$ cat config.mk
export PLATFORM = sky130hd
export DESIGN_NAME = instr_fetch
export DESIGN_NICKNAME = d
export VERILOG_FILES = /design/src/rtl/instr_fetch.sv
export SDC_FILE = /design/constraint.sdc
export NUM_CORES = 1
export LEC_CHECK = 0
export ABC_AREA = 1
export BUFFER_PORTS_ARGS = -buffer_cell sky130_fd_sc_hd__clkbuf_2
export CAP_MARGIN = 20
export CORE_MARGIN = 2
export CORE_UTILIZATION = 52
export CTS_CLUSTER_SIZE = 12
export DETAILED_ROUTE_END_ITERATION = 12
export PLACE_DENSITY = 0.92
export SKIP_CTS_REPAIR_TIMING = 1
export SKIP_LAST_GASP = 1
export SLEW_MARGIN = 20
export SYNTH_ARGS = -nofsm -noshare
export SYNTH_HDL_FRONTEND = slang
export SYNTH_SLANG_ARGS = --single-unit
$ cat constraint.sdc
create_clock -name clk -period 1.8 [get_ports clk]
set_input_delay 0.18 -clock clk [delete_from_list [all_inputs] [get_ports clk]]
set_output_delay 0.18 -clock clk [all_outputs]
set_load 0.01 [all_outputs]
$ cat src/rtl/instr_fetch.sv
// -----------------------------------------------------------------------------
// instr_fetch -- single-issue instruction fetch unit.
//
// Fetches one 16-bit instruction at a time from an 8-bit addressed instruction
// memory, holds it for the downstream stage until it is consumed, and then
// advances the PC. A redirect (taken branch/jump) reloads the PC from
// RedirectPC and drops whatever was in flight. Opcode 4'hF (HALT) stops
// fetching until the next redirect or reset.
//
// Optional feature (compile-time macro IF_TIMEOUT_EN):
//   When defined, 16 consecutive FETCH cycles without ImemValid set the sticky
//   FetchErr flag and halt the unit. When undefined, FETCH waits forever and
//   FetchErr is tied low.
//
// Ports:
//   clk        in   1   clock, rising edge
//   rst_n      in   1   asynchronous active-low reset
//   ImemAddr   out  8   fetch address (always the internal PC)
//   ImemReq    out  1   fetch request, high only while fetching
//   ImemData   in   16  instruction word, sampled when ImemReq && ImemValid
//   ImemValid  in   1   memory response strobe
//   Stall      in   1   downstream hold; issued instruction not consumed
//   Redirect   in   1   branch/jump taken, one-cycle pulse
//   RedirectPC in   8   redirect target, valid with Redirect
//   Instr      out  16  issued instruction
//   Opcode     out  4   Instr[15:12]
//   InstrValid out  1   Instr/Opcode/IssuePC valid
//   IssuePC    out  8   address of the instruction in Instr
//   FetchErr   out  1   sticky fetch-timeout flag
// -----------------------------------------------------------------------------
module instr_fetch (
  input  logic        clk,
  input  logic        rst_n,
  output logic [7:0]  ImemAddr,
  output logic        ImemReq,
  input  logic [15:0] ImemData,
  input  logic        ImemValid,
  input  logic        Stall,
  input  logic        Redirect,
  input  logic [7:0]  RedirectPC,
  output logic [15:0] Instr,
  output logic [3:0]  Opcode,
  output logic        InstrValid,
  output logic [7:0]  IssuePC,
  output logic        FetchErr
);

  typedef enum logic [1:0] {
    IDLE   = 2'd0,
    FETCH  = 2'd1,
    ISSUE  = 2'd2,
    HALTED = 2'd3
  } state_e;

  localparam logic [3:0] OP_HALT = 4'hF;

  state_e      state_q, state_d;
  logic [7:0]  pc_q, pc_d;
  logic [15:0] instr_q, instr_d;
  logic [7:0]  issue_pc_q, issue_pc_d;
  logic        valid_q, valid_d;

`ifdef IF_TIMEOUT_EN
  localparam logic [3:0] TMO_LAST = 4'd15;  // 16th consecutive empty cycle
  logic [3:0]  tmo_cnt_q, tmo_cnt_d;
  logic        fetch_err_q, fetch_err_d;
`endif

  // ---------------------------------------------------------------------------
  // Next-state logic
  // ---------------------------------------------------------------------------
  always_comb begin
    // NOTE: every signal gets a default before any branch so the block can
    // never infer a latch on a path that forgets to assign it.
    state_d    = state_q;
    pc_d       = pc_q;
    instr_d    = instr_q;
    issue_pc_d = issue_pc_q;
    valid_d    = valid_q;
`ifdef IF_TIMEOUT_EN
    // Counter only survives while staying in FETCH without a response; every
    // other path (entering FETCH, redirect, response) restarts it from zero.
    tmo_cnt_d   = '0;
    fetch_err_d = fetch_err_q;
`endif

    if (state_q == IDLE) begin
      // Redirect is meaningless before the first fetch; just start.
      state_d = FETCH;
    end else if (Redirect) begin
      // Redirect beats response, stall and consume in the same cycle.
      pc_d    = RedirectPC;
      valid_d = 1'b0;
      state_d = FETCH;
    end else begin
      case (state_q)
        FETCH: begin
          if (ImemValid) begin
            instr_d    = ImemData;
            issue_pc_d = pc_q;
            valid_d    = 1'b1;
            state_d    = ISSUE;
          end else begin
`ifdef IF_TIMEOUT_EN
            if (tmo_cnt_q == TMO_LAST) begin
              fetch_err_d = 1'b1;
              state_d     = HALTED;
            end else begin
              tmo_cnt_d = tmo_cnt_q + 4'd1;
            end
`endif
          end
        end
        ISSUE: begin
          if (!Stall) begin
            valid_d = 1'b0;
            // A consumed HALT parks the PC on itself.
            if (instr_q[15:12] == OP_HALT) begin
              state_d = HALTED;
            end else begin
              pc_d    = pc_q + 8'd1;  // 8-bit add wraps 0xFF -> 0x00
              state_d = FETCH;
            end
          end
        end
        default: ;  // HALTED: only Redirect (above) or reset leaves
      endcase
    end
  end

  // ---------------------------------------------------------------------------
  // State registers
  // ---------------------------------------------------------------------------
  // NOTE: sequential state uses non-blocking assignments so every register
  // samples the pre-edge values regardless of statement order.
  always_ff @(posedge clk or negedge rst_n) begin
    if (!rst_n) begin
      state_q    <= IDLE;
      pc_q       <= '0;
      instr_q    <= '0;
      issue_pc_q <= '0;
      valid_q    <= 1'b0;
    end else begin
      state_q    <= state_d;
      pc_q       <= pc_d;
      instr_q    <= instr_d;
      issue_pc_q <= issue_pc_d;
      valid_q    <= valid_d;
    end
  end

`ifdef IF_TIMEOUT_EN
  always_ff @(posedge clk or negedge rst_n) begin
    if (!rst_n) begin
      tmo_cnt_q   <= '0;
      fetch_err_q <= 1'b0;
    end else begin
      tmo_cnt_q   <= tmo_cnt_d;
      fetch_err_q <= fetch_err_d;
    end
  end

  assign FetchErr = fetch_err_q;
`else
  assign FetchErr = 1'b0;
`endif

  // ---------------------------------------------------------------------------
  // Outputs
  // ---------------------------------------------------------------------------
  assign ImemAddr   = pc_q;
  assign ImemReq    = (state_q == FETCH);
  assign Instr      = instr_q;
  assign Opcode     = instr_q[15:12];
  assign InstrValid = valid_q;
  assign IssuePC    = issue_pc_q;

endmodule

# --- Word level (Yosys, flattened, before mapping) ---
# Index checks and enable logic that the tools add are counted.
totals:
  ff_bits: 35
  inputBits: 29
  out_inout_bits: 39
  word_cells: 39
op_classes:
  add_sub_neg: 1
  n_eq_ne: 9
  mux: 14
  n_bitwise: 2
  n_reduce_logical: 8
ops:
  columns: ["cell", "n"]
  rows:
  - ["8-bit 2-to-1 mux", 4]
  - ["4-bit AND reduction", 3]
  - ["2-bit 2-to-1 mux", 5]
  - ["8-bit by 1-bit adder with 8-bit output, second input constant", 1]
  - ["4-bit equality test, second input constant", 1]
  - ["4-bit by 1-bit != test with 1-bit output, second input constant", 1]
  - ["4-bit != test, second input constant", 1]
  - ["2-bit one-hot mux with 2 select lines", 1]
  - ["4-bit nonzero test", 1]
  - ["1-bit 2-to-1 mux", 3]
  - ["3-bit by 1-bit != test with 1-bit output, second input constant", 1]
  - ["3-bit != test, second input constant", 1]
  - ["3-bit AND reduction", 1]
  - ["3-bit nonzero test", 1]
  - ["2-bit by 1-bit equality test with 1-bit output, second input constant", 1]
  - ["2-bit equality test, second input constant", 1]
  - ["2-bit zero test", 1]
  - ["2-bit by 1-bit != test with 1-bit output, second input constant", 1]
  - ["2-bit != test, second input constant", 1]
  - ["1-bit NOT", 2]
  - ["1-bit one-hot mux with 2 select lines", 1]
  - ["2-bit nonzero test", 1]

# --- Logic depth before layout (Yosys ltp) ---
# Gate-level depths: netlist of the first run.
logic_depth:
  ltp_word: 6
  depth_mapped: 8
  mapped_depth_nobuf: 7

# --- Worst setup path after synthesis of the first run ---
# OpenSTA, ideal clock, no wires.
synth_path:
  path_type: "register -> register"
  startpoint: "reg state_q[1]"
  endpoint: "reg instr_q[3], in the netlist Instr[3]"
  arrival_ns: 1.075
  t_required_ns: 1.669
  slack_ns: 0.594
  stages_incl_launch_ff: 9
  path_buffers: 2
  synth_period_minus_slack_ns: 1.206
  cell_sequence: "dfrtp_1 -> inv_1 -> nand2_1 -> inv_2 -> nand3_2 -> buf_6 -> buf_6 -> nand2_1 -> o21ai_0"
synth_between:
  elab_cells_between_ends: 4
  cone_classes: "1 x eq/ne; 1 x bitwise; 2 x reduce/logical"
synth_rtl:
  columns: ["element", "line", "rtl"]
  rows:
  - ["from (decl)", "57", "state_e state_q, state_d;"]
  - ["from (signal assigned)", "144", "state_q <= state_d;"]
  - ["2-bit by 1-bit equality test with 1-bit output", null, null]
  - ["named net ImemReq", "35", "output logic ImemReq,"]
  - ["4-bit AND reduction (no line)", null, null]
  - ["to (signal assigned)", "146", "instr_q <= instr_d;"]
  - ["to (decl)", "59", "logic [15:0] instr_q, instr_d;"]
# The timed path passes the listed nets, and every way through them passes these cells.
# A chain may end at the register's enable or synchronous reset.

# --- Final worst setup path of the first run ---
layout_path:
  startpoint: "reg state_q[1]"
  endpoint: "out ImemReq"
layout_between:
  elab_chain_len: 1
layout_rtl:
  columns: ["element", "line", "rtl"]
  rows:
  - ["2-bit by 1-bit equality test with 1-bit output", "172", "assign ImemReq = (state_q == FETCH);"]
  - ["to (decl)", "35", null]
# No other way between the ends.

==> results.py, run 1 <==
metrics = {
    "floorplanning": {
        "row_count": 21,
        "ios": 68,
        "die_x_um": 61.94,
        "dieArea_sq_um": 3836,
        "core_area_sq_um": 3284,
        "die_h_um": 61.94,
        "start_util": 0.5314,
    },
    "sta": {
        "fin_worst_skew_ns": 0.007646,
        "finalCriticalPeriod_ns": 1.335,
        "fin_ws_ns": 0.4655,
        "finalHoldViolCount": 0,
        "tns_ns": 0,
        "slew_viol_final": 0,
        "setup-violations-final": 0,
        "fin_crit_sh": 0.7414,
        "rsz0062_at_grt": "no",
        "timing.fmax_mhz": 749.3,
    },
    "synth": {
        "synth_area_leaders": "dfrtp_1 (50%), nand2_1 (15%), o21ai_0 (7.5%)",
        "yosysTopAreaCell": "dfrtp_1",
        "syn_nets": 247,
        "seq_area_frac_synth": 0.5018,
        "synth_cell_types": 25,
        "synth_warnings": 0,
        "synthTopCellsByCount": "nand2_1 (70), dfrtp_1 (35), inv_1 (28)",
        "synth_area_per_cell_sq_um": 8.043,
        "syn_area_sq_um": 1745,
        "yosysTopAreaCellShare": 0.5018,
        "synthCells": 217,
        "synthMostInstantiatedCell": "nand2_1",
        "synthArstFlopShare": 1.000,
        "synth-edff-count": 0,
        "synth_seq_cells": 35,
        "ys.flop_type": "dfrtp_1",
    },
    "drt": {
        "routed_wl_mm": 3.532,
        "viasPerCell": 4.761,
        "ant_nets": 0,
        "route.detailed.drc": 0,
        "vias": 1571,
        "dr.pass1.iters": 4,
        "wl_per_cell_um": 10.70,
        "drt_iter0_drc": 63,
    },
    "flow_run": {
        "drv_cap": 0,
    },
    "cts": {
        "clk_pin_slew_ns": 0.11,
        "cts_buffers": 5,
        "clock_latency_ns": 0.34,
        "cts_num_sinks": 35,
        "cts_root_buffer": "clkbuf_4",
        "clock_path_buffers": 2,
        "h-tree-depth": 2,
        "tritoncts": "built",
    },
    "layout": {
        "layout.nets": 313,
        "area_delta_synth_final_pct": 24.59,
        "final_core_util": 0.6621,
        "fillers": 298,
        "drive_above_1_share": 0.3204,
        "diodes": 0,
    },
    "setup_path": {
        "path_class": "reg2out",
        "start_kind": "register",
        "cp_max_fo": 4,
        "required_ns": 1.62,
        "worstPathArrival_ns": 1.15,
        "end_kind": "output port",
    },
    "placed_design": {
        "hpwl_mm": 2.686,
        "dp_slack_ns": 0.5148,
        "io_buffer_count": 66,
        "gp_congestion": 0.8841,
    },
    "global_route": {
        "antenna_found_initial": 0,
        "grt_pass1_vias": 1301,
        "grt_usage": 0.1995,
        "grt_max_degree": 36,
        "grt_pass1_wl_mm": 5.471,
        "overflow": 0,
    },
    "run_status": {
        "outcome": "complete, no violations",
    },
    "power": {
        "power_density_nw_per_um2": 1476,
        "power.leakage_nw": 1.237,
        "vdd_drop_max_v": 0.0007878,
    },
    "min_path": {
        "hold_path_class": "in2reg",
    },
}
==> layer usage <==
layer | GRT usage | share of wire | vias to the layer above
met1 | 0.2520 | 0.43 | 691
li1 | - | - | 804
met2 | 0.3158 | 0.46 | 67
met4 | 0.08511 | 0.023 | 0
met5 | 0 | 0 | -
met3 | 0.06418 | 0.089 | 9
==> flip-flops by register name, summed over array words and instances, names as in the netlist <==
signal,cells
Instr,16
state_q,2
IssuePC,8
ImemAddr,8
InstrValid,1
==> power by group <==
part           total, mW  switching [mW]  leakage, nW  internal, mW
clock              0.596           0.268       0.0482         0.328
sequential          1.39           0.277        0.435          1.12
combinational       1.22           0.707        0.754         0.513
==> final timing paths <==
check / from / end / slack [ns] / depth (start not counted)
setup / recovery: state_q[1] / ImemReq / 0.47 / 4
max in group asynchronous: rst_n / Instr[2] / 1.09 / 3
setup reg to reg: state_q[1] / Instr[3] / 0.51 / 7
hold reg to reg: InstrValid / InstrValid / 0.48 / 2
min in group asynchronous: rst_n / IssuePC[0] / 0.39 / 3
hold / removal: ImemData[7] / Instr[7] / 0.04 / 3
==> worst max-delay path, cell delays in order (launching register included) <==
cell,delay (ns)
dfrtp_1,0.43
inv_1,0.09
nand2_1,0.08
inv_2,0.08
clkbuf_2,0.13
==> placed cells by master, fill, tap and decap left out <==
cell	synthesis	routed
nand2_1	70	70
clkbuf_2	0	66
dfrtp_1	35	35
inv_1	28	28
o21ai_0	26	26
nand3_1	13	13
nor2_1	9	9
o21ai_2	5	5
clkbuf_4	0	5
inv_2	3	3
nor3_1	3	3
buf_4	5	3
o21ai_1	2	2
or2_2	2	2
nand3_2	1	1
nor2_4	1	1
nand3_4	1	1
nor2_8	1	1
a21oi_1	1	1
nand4_1	1	1
o211ai_1	1	1
xnor2_1	1	1
ha_1	1	1
conb_1	1	1
clkbuf_8	0	1
bufinv_16	0	1
clkinv_2	0	1
dlygate4sd3_1	0	1
==> kinds of logic after synthesis <==
logic type / share of synthesized area
compound gates: 0.1125
xor+xnor: 0.005019
fa+ha+maj: 0.007167
buf+inv: 0.1111
flops: 0.5018
other cells: 0.002148
simple gates: 0.2602
==> stage by stage <==
| stage | instances | instance area [sq um] | hold WS [ns] | power (mW) |
|---|---|---|---|---|
| 2_1_floorplan | 217 | 1745 | -0.1156 | 2.146 |
| 3_3_place_gp | 321 | 2078 | 0.2350 | 2.595 |
| 6_report | 330 | 2175 | 0.04404 | 3.209 |
| 4_1_cts | 329 | 2165 | -0.1392 | 3.244 |
| 5_1_grt | 330 | 2175 | 0.04139 | 3.492 |
| 3_5_place_dp | 321 | 2078 | 0.2405 | 2.641 |
==> final cells by class <==
cell class	count	area, sq um	share of cell area
repair buffers	70	362.8	0.1669
inverters	31	116.4	0.05351
multi-input cells	140	675.6	0.3107
well taps	46	57.56	0.02647
clock inverters	2	35.03	0.01611
clock buffers	6	51.30	0.02359
flip-flops and latches	35	875.8	0.4028
Note: power is estimated with default switching activity, not from simulation.
==> run 2: changes to the inputs <==
--- a/config.mk
+++ b/config.mk
@@ -5,14 +5,14 @@
 export SDC_FILE = /design/constraint.sdc
 export NUM_CORES = 1
 export LEC_CHECK = 0
-export ABC_AREA = 1
+export ABC_AREA = 0
 export BUFFER_PORTS_ARGS = -buffer_cell sky130_fd_sc_hd__clkbuf_2
 export CAP_MARGIN = 20
 export CORE_MARGIN = 2
-export CORE_UTILIZATION = 52
+export CORE_UTILIZATION = 42
 export CTS_CLUSTER_SIZE = 12
 export DETAILED_ROUTE_END_ITERATION = 12
-export PLACE_DENSITY = 0.92
+export PLACE_DENSITY = 0.83
 export SKIP_CTS_REPAIR_TIMING = 1
 export SKIP_LAST_GASP = 1
 export SLEW_MARGIN = 20
==> constraint.sdc (replaced) <==
create_clock -name clk -period 1.14 [get_ports clk]
set_input_delay 0.114 -clock clk [delete_from_list [all_inputs] [get_ports clk]]
set_output_delay 0.114 -clock clk [all_outputs]
set_load 0.01 [all_outputs]
==> results.py, run 2 <==
metrics = {
    "setup_path": {
        "required_ns": 1.34,
        "start_kind": "register",
        "worstRegToRegCells": 4,
        "cp_cell_sequence": "or2_2 -> o211ai_1 -> mux2_4 -> nor3_1",
        "cp.depth": 4,
        "path_class": "reg2reg",
        "crit_buf_inv": 0,
        "worstPathArrival_ns": 1.71,
        "end_kind": "register",
        "cp_max_fo": 6,
        "crit_family": "simple AND/OR/NAND/NOR gates",
        "cpMaxStageDelayCell": "dfrtp_1",
        "crit_path_max_incr_delay_ns": 0.42,
    },
    "synth": {
        "seq_area_frac_synth": 0.5503,
        "synth_cell_types": 34,
        "synth-edff-count": 0,
        "yosysTopAreaCell": "dfrtp_1",
        "synth_area_leaders": "dfrtp_1 (55%), mux2_2 (18%), buf_4 (3.3%)",
        "syn_area_sq_um": 1592,
        "synthTopCellsByCount": "dfrtp_1 (35), mux2_2 (25), o21ai_0 (9)",
        "synthCells": 131,
        "synth_seq_cells": 35,
        "syn_nets": 161,
        "synth_warnings": 0,
        "synthMostInstantiatedCell": "dfrtp_1",
        "synthArstFlopShare": 1.000,
        "synth_area_per_cell_sq_um": 12.15,
        "yosysTopAreaCellShare": 0.5503,
        "ys.flop_type": "dfrtp_1",
    },
    "sta": {
        "finalCriticalPeriod_ns": 1.507,
        "setup-violations-final": 33,
        "fin_worst_skew_ns": 0.005372,
        "slew_viol_final": 0,
        "finalHoldViolCount": 0,
        "timing.fmax_mhz": 663.8,
        "fin_crit_sh": 1.322,
        "rsz0062_at_grt": "yes",
        "fin_ws_ns": -0.3665,
    },
    "floorplanning": {
        "die_x_um": 65.56,
        "die_h_um": 65.56,
        "ios": 68,
        "core_area_sq_um": 3661,
        "dieArea_sq_um": 4297,
        "row_count": 22,
        "start_util": 0.4347,
    },
    "min_path": {
        "hold_path_class": "in2reg",
        "holdPathStages": 2,
    },
    "run_status": {
        "violations": "negative setup slack",
        "outcome": "finished, violations left",
    },
    "cts": {
        "cts_buffers": 5,
        "tritoncts": "built",
        "cts_root_buffer": "clkbuf_8",
        "h-tree-depth": 2,
        "clock_latency_ns": 0.28,
        "cts_num_sinks": 35,
        "clock_path_buffers": 2,
        "clk_pin_slew_ns": 0.07,
    },
    "global_route": {
        "grt_pass1_wl_mm": 5.706,
        "grt_max_degree": 22,
        "overflow": 0,
        "antenna_found_initial": 0,
        "grt_pass1_vias": 1259,
        "grt_usage": 0.1758,
    },
    "placed_design": {
        "gp_congestion": 0.7718,
        "placed_area_sq_um": 2153,
        "io_buffer_count": 66,
        "dp_slack_ns": -0.3702,
        "dp.cells": 260,
        "hpwl_mm": 2.764,
    },
    "layout": {
        "drive_above_1_share": 0.5946,
        "fillers": 289,
        "layout_common_cells": "clkbuf_2 (65), dfrtp_1 (35), mux2_2 (24), buf_4 (24), o21ai_0 (8)",
        "postLayoutCellArea_sq_um": 2288,
        "layout.nets": 251,
        "multi_input_area_sq_um": 654.4,
        "final-seq-area_sq_um": 875.8,
        "diodes": 0,
        "finalNonFillerCells": 270,
        "largest_reg_flops": 16,
        "area_delta_synth_final_pct": 43.79,
        "layout_commonest_cell": "clkbuf_2",
    },
    "power": {
        "vdd_drop_max_v": 0.001143,
        "power.leakage_nw": 1.120,
        "power_density_nw_per_um2": 1822,
        "total_power_mw": 4.170,
    },
    "drt": {
        "vias": 1332,
        "drt_iter0_drc": 32,
        "route.detailed.drc": 0,
        "wl_per_cell_um": 13.03,
        "ant_nets": 0,
        "dr.pass1.iters": 4,
        "routed_wl_mm": 3.517,
        "viasPerCell": 4.933,
    },
    "flow_run": {
        "drv_cap": 0,
    },
}
[run 2: worst paths after layout]
check | slack, ns | endpoint | from
max | -0.37 | ImemAddr[3] | state_q[0]
min | 0.07 | Instr[2] | ImemData[2]
max reg2reg | -0.37 | ImemAddr[3] | state_q[0]
min reg2reg | 0.51 | Instr[2] | Instr[2]
max in group asynchronous | 0.41 | IssuePC[5] | rst_n
min in group asynchronous | 0.28 | IssuePC[0] | rst_n
[run 2: kinds of logic after synthesis]
group,share of synthesized area
other,0.002356
adder cells (fa/ha/maj),0.007860
AO/OA/AOI/OAI,0.1014
AND/OR/NAND/NOR,0.09749
buffers and inverters,0.05110
multiplexers,0.1895
flip-flops,0.5503
[run 2: stage by stage]
| stage | TNS (ns) | utilization | hold slack, ns |
|---|---|---|---|
| 2_1_floorplan | -9.576 | - | -0.1816 |
| 3_3_place_gp | -9.128 | 0.5882 | 0.05466 |
| 3_5_place_dp | -9.774 | 0.5882 | 0.05321 |
| 4_1_cts | -10.36 | 0.6155 | -0.2519 |
| 5_1_grt | -12.63 | 0.6251 | 0.05584 |
| 6_report | -9.867 | 0.6251 | 0.06722 |
[run 2: layer usage]
layer,up-vias,GRT usage,routed length (um)
met5,-,0,0
met3,4,0.05651,272
li1,646,-,-
met1,627,0.2167,1514
met4,0,0.04688,31
met2,55,0.2972,1698
[run 2: cell type report]
type	count	area share
sequential	35	0.3827
clock buffer	8	0.04374
tap	48	0.02624
inverter	3	0.004921
multi-input combinational	82	0.2859
timing repair buffer	94	0.2564
[run 2: power by group]
| part | switching (mW) | leakage, nW | internal, mW | total, mW |
|---|---|---|---|---|
| clock | 0.409 | 0.0515 | 0.551 | 0.959 |
| combinational | 0.697 | 0.650 | 0.770 | 1.47 |
| sequential | 0.176 | 0.418 | 1.57 | 1.74 |
==> run 3: changes to the inputs <==
--- a/config.mk
+++ b/config.mk
@@ -6,8 +6,9 @@
 export NUM_CORES = 1
 export LEC_CHECK = 0
 export ABC_AREA = 0
-export BUFFER_PORTS_ARGS = -buffer_cell sky130_fd_sc_hd__clkbuf_2
+export BUFFER_PORTS_ARGS = -buffer_cell sky130_fd_sc_hd__buf_4
 export CAP_MARGIN = 20
+export CORE_ASPECT_RATIO = 2
 export CORE_MARGIN = 2
 export CORE_UTILIZATION = 42
 export CTS_CLUSTER_SIZE = 12
==> results.py, run 3 (synthesis gave the netlist of run 2 again) <==
metrics = {
    "run_status": {
        "outcome": "finished, violations left",
        "violations": "negative setup slack",
    },
    "layout": {
        "area_delta_synth_final_pct": 60.93,
        "layout.nets": 258,
        "largest_reg_flops": 16,
        "finalNonFillerCells": 278,
        "fillers": 270,
        "multi_input_area_sq_um": 681.9,
        "layout_commonest_cell": "buf_4",
        "final-seq-area_sq_um": 877.1,
        "layout_common_cells": "buf_4 (91), dfrtp_1 (34), mux2_2 (24)",
        "diodes": 0,
        "drive_above_1_share": 0.6376,
        "final_core_util": 0.7100,
    },
    "power": {
        "vdd_drop_max_v": 0.001326,
        "p_switching_mw": 1.379,
        "p_sw_frac": 0.2931,
        "pwr-share-seq": 0.374,
        "p_int_mw": 3.326,
        "combPwrFrac": 0.381,
        "power_density_nw_per_um2": 1837,
        "power.leakage_nw": 1.217,
        "power.share.clock": 0.245,
    },
    "floorplanning": {
        "row_count": 31,
        "ios": 68,
        "dieArea_sq_um": 4327,
        "start_util": 0.4412,
        "die_x_um": 47.53,
        "core_area_sq_um": 3607,
        "die_h_um": 91.06,
    },
    "global_route": {
        "antenna_found_initial": 0,
        "grt_pass1_vias": 1353,
        "grt_usage": 0.1959,
        "grt_max_degree": 36,
        "grt_pass1_wl_mm": 6.044,
        "overflow": 0,
    },
    "sta": {
        "finalCriticalPeriod_ns": 1.525,
        "fin_crit_sh": 1.337,
        "setup-violations-final": 33,
        "rsz0062_at_grt": "yes",
        "timing.fmax_mhz": 655.9,
        "slew_viol_final": 0,
        "tns_ns": -10.59,
        "fin_ws_ns": -0.3847,
        "finalHoldViolCount": 0,
        "fin_worst_skew_ns": 0.005418,
        "hold_ws_ns": 0.05371,
    },
    "setup_path": {
        "path_class": "reg2reg",
        "cpMaxStageDelayCell": "or4_1",
        "crit_family": "simple AND/OR/NAND/NOR gates",
        "crit_buf_inv": 1,
        "worstPathArrival_ns": 1.75,
        "crit_path_max_incr_delay_ns": 0.46,
        "required_ns": 1.37,
        "start_kind": "register",
        "cp_max_fo": 5,
        "end_kind": "register",
        "cp_cell_sequence": "o21bai_4 -> o211ai_1 -> buf_4 -> or4_1 -> nand3_1",
    },
    "drt": {
        "vias": 1405,
        "routed_wl_mm": 4.303,
        "dr.pass1.iters": 4,
        "wl_per_cell_um": 15.48,
        "ant_nets": 0,
        "route.detailed.drc": 0,
        "drt_iter0_drc": 21,
        "viasPerCell": 5.054,
    },
    "placed_design": {
        "io_buffer_count": 66,
        "dp_slack_ns": -0.4158,
        "hpwl_mm": 3.039,
        "dp.cells": 260,
        "gp_congestion": 0.8593,
    },
    "cts": {
        "clock_path_buffers": 2,
        "clock_latency_ns": 0.29,
        "cts_root_buffer": "clkbuf_8",
        "clk_pin_slew_ns": 0.07,
        "cts_buffers": 5,
        "tritoncts": "built",
        "h-tree-depth": 2,
        "cts_num_sinks": 35,
    },
    "flow_run": {
        "drv_cap": 0,
    },
    "min_path": {
        "hold_path_class": "in2reg",
    },
}
==> run 3: layout make-up <==
cell class	instances	area share
clock buffers	6	0.03224
clock inverters	2	0.01368
inverters	3	0.004397
multi-input cells	82	0.2662
flip-flops and latches	35	0.3425
well taps	49	0.02394
repair buffers	101	0.3170
==> run 3: final timing paths <==
path	start	slack (ns)	end	cells past startpoint
worst max-delay path	state_q[0]	-0.38	ImemAddr[7]	5
max in group asynchronous	rst_n	0.49	state_q[0]	2
worst min-delay path	ImemData[0]	0.05	Instr[0]	2
min in group asynchronous	rst_n	0.31	ImemAddr[6]	2
worst max register to register	state_q[0]	-0.38	ImemAddr[7]	5
worst min register to register	Instr[11]	0.51	Instr[11]	1
==> run 3: layer usage <==
metal | track usage | vias to the layer above | part of all wire | wire length (um)
li1 | - | 656 | - | -
met1 | 0.2088 | 687 | 0.36 | 1553
met2 | 0.3367 | 47 | 0.56 | 2411
met3 | 0.04175 | 15 | 0.043 | 184
met4 | 0.09259 | 0 | 0.036 | 154
met5 | 0 | - | 0 | 0
==> run 3: per-stage QoR <==
| step | total power, mW | cell area (sq um) |
|---|---|---|
| 2_1_floorplan | 2.481 | 1608 |
| 3_3_place_gp | 3.391 | 2300 |
| 3_5_place_dp | 3.449 | 2300 |
| 4_1_cts | 4.619 | 2417 |
| 5_1_grt | 4.952 | 2561 |
| 6_report | 4.705 | 2561 |
==> run 3: power groups by stage <==
stage | Clock [mW] | Combinational [mW] | Sequential (mW)
after floorplan | 0 | 0.523 | 1.96
after global routing | 1.23 | 1.92 | 1.80
after global placement | 0 | 1.63 | 1.76
after CTS | 1.18 | 1.68 | 1.76
after detailed placement | 0 | 1.67 | 1.78
final | 1.15 | 1.79 | 1.76
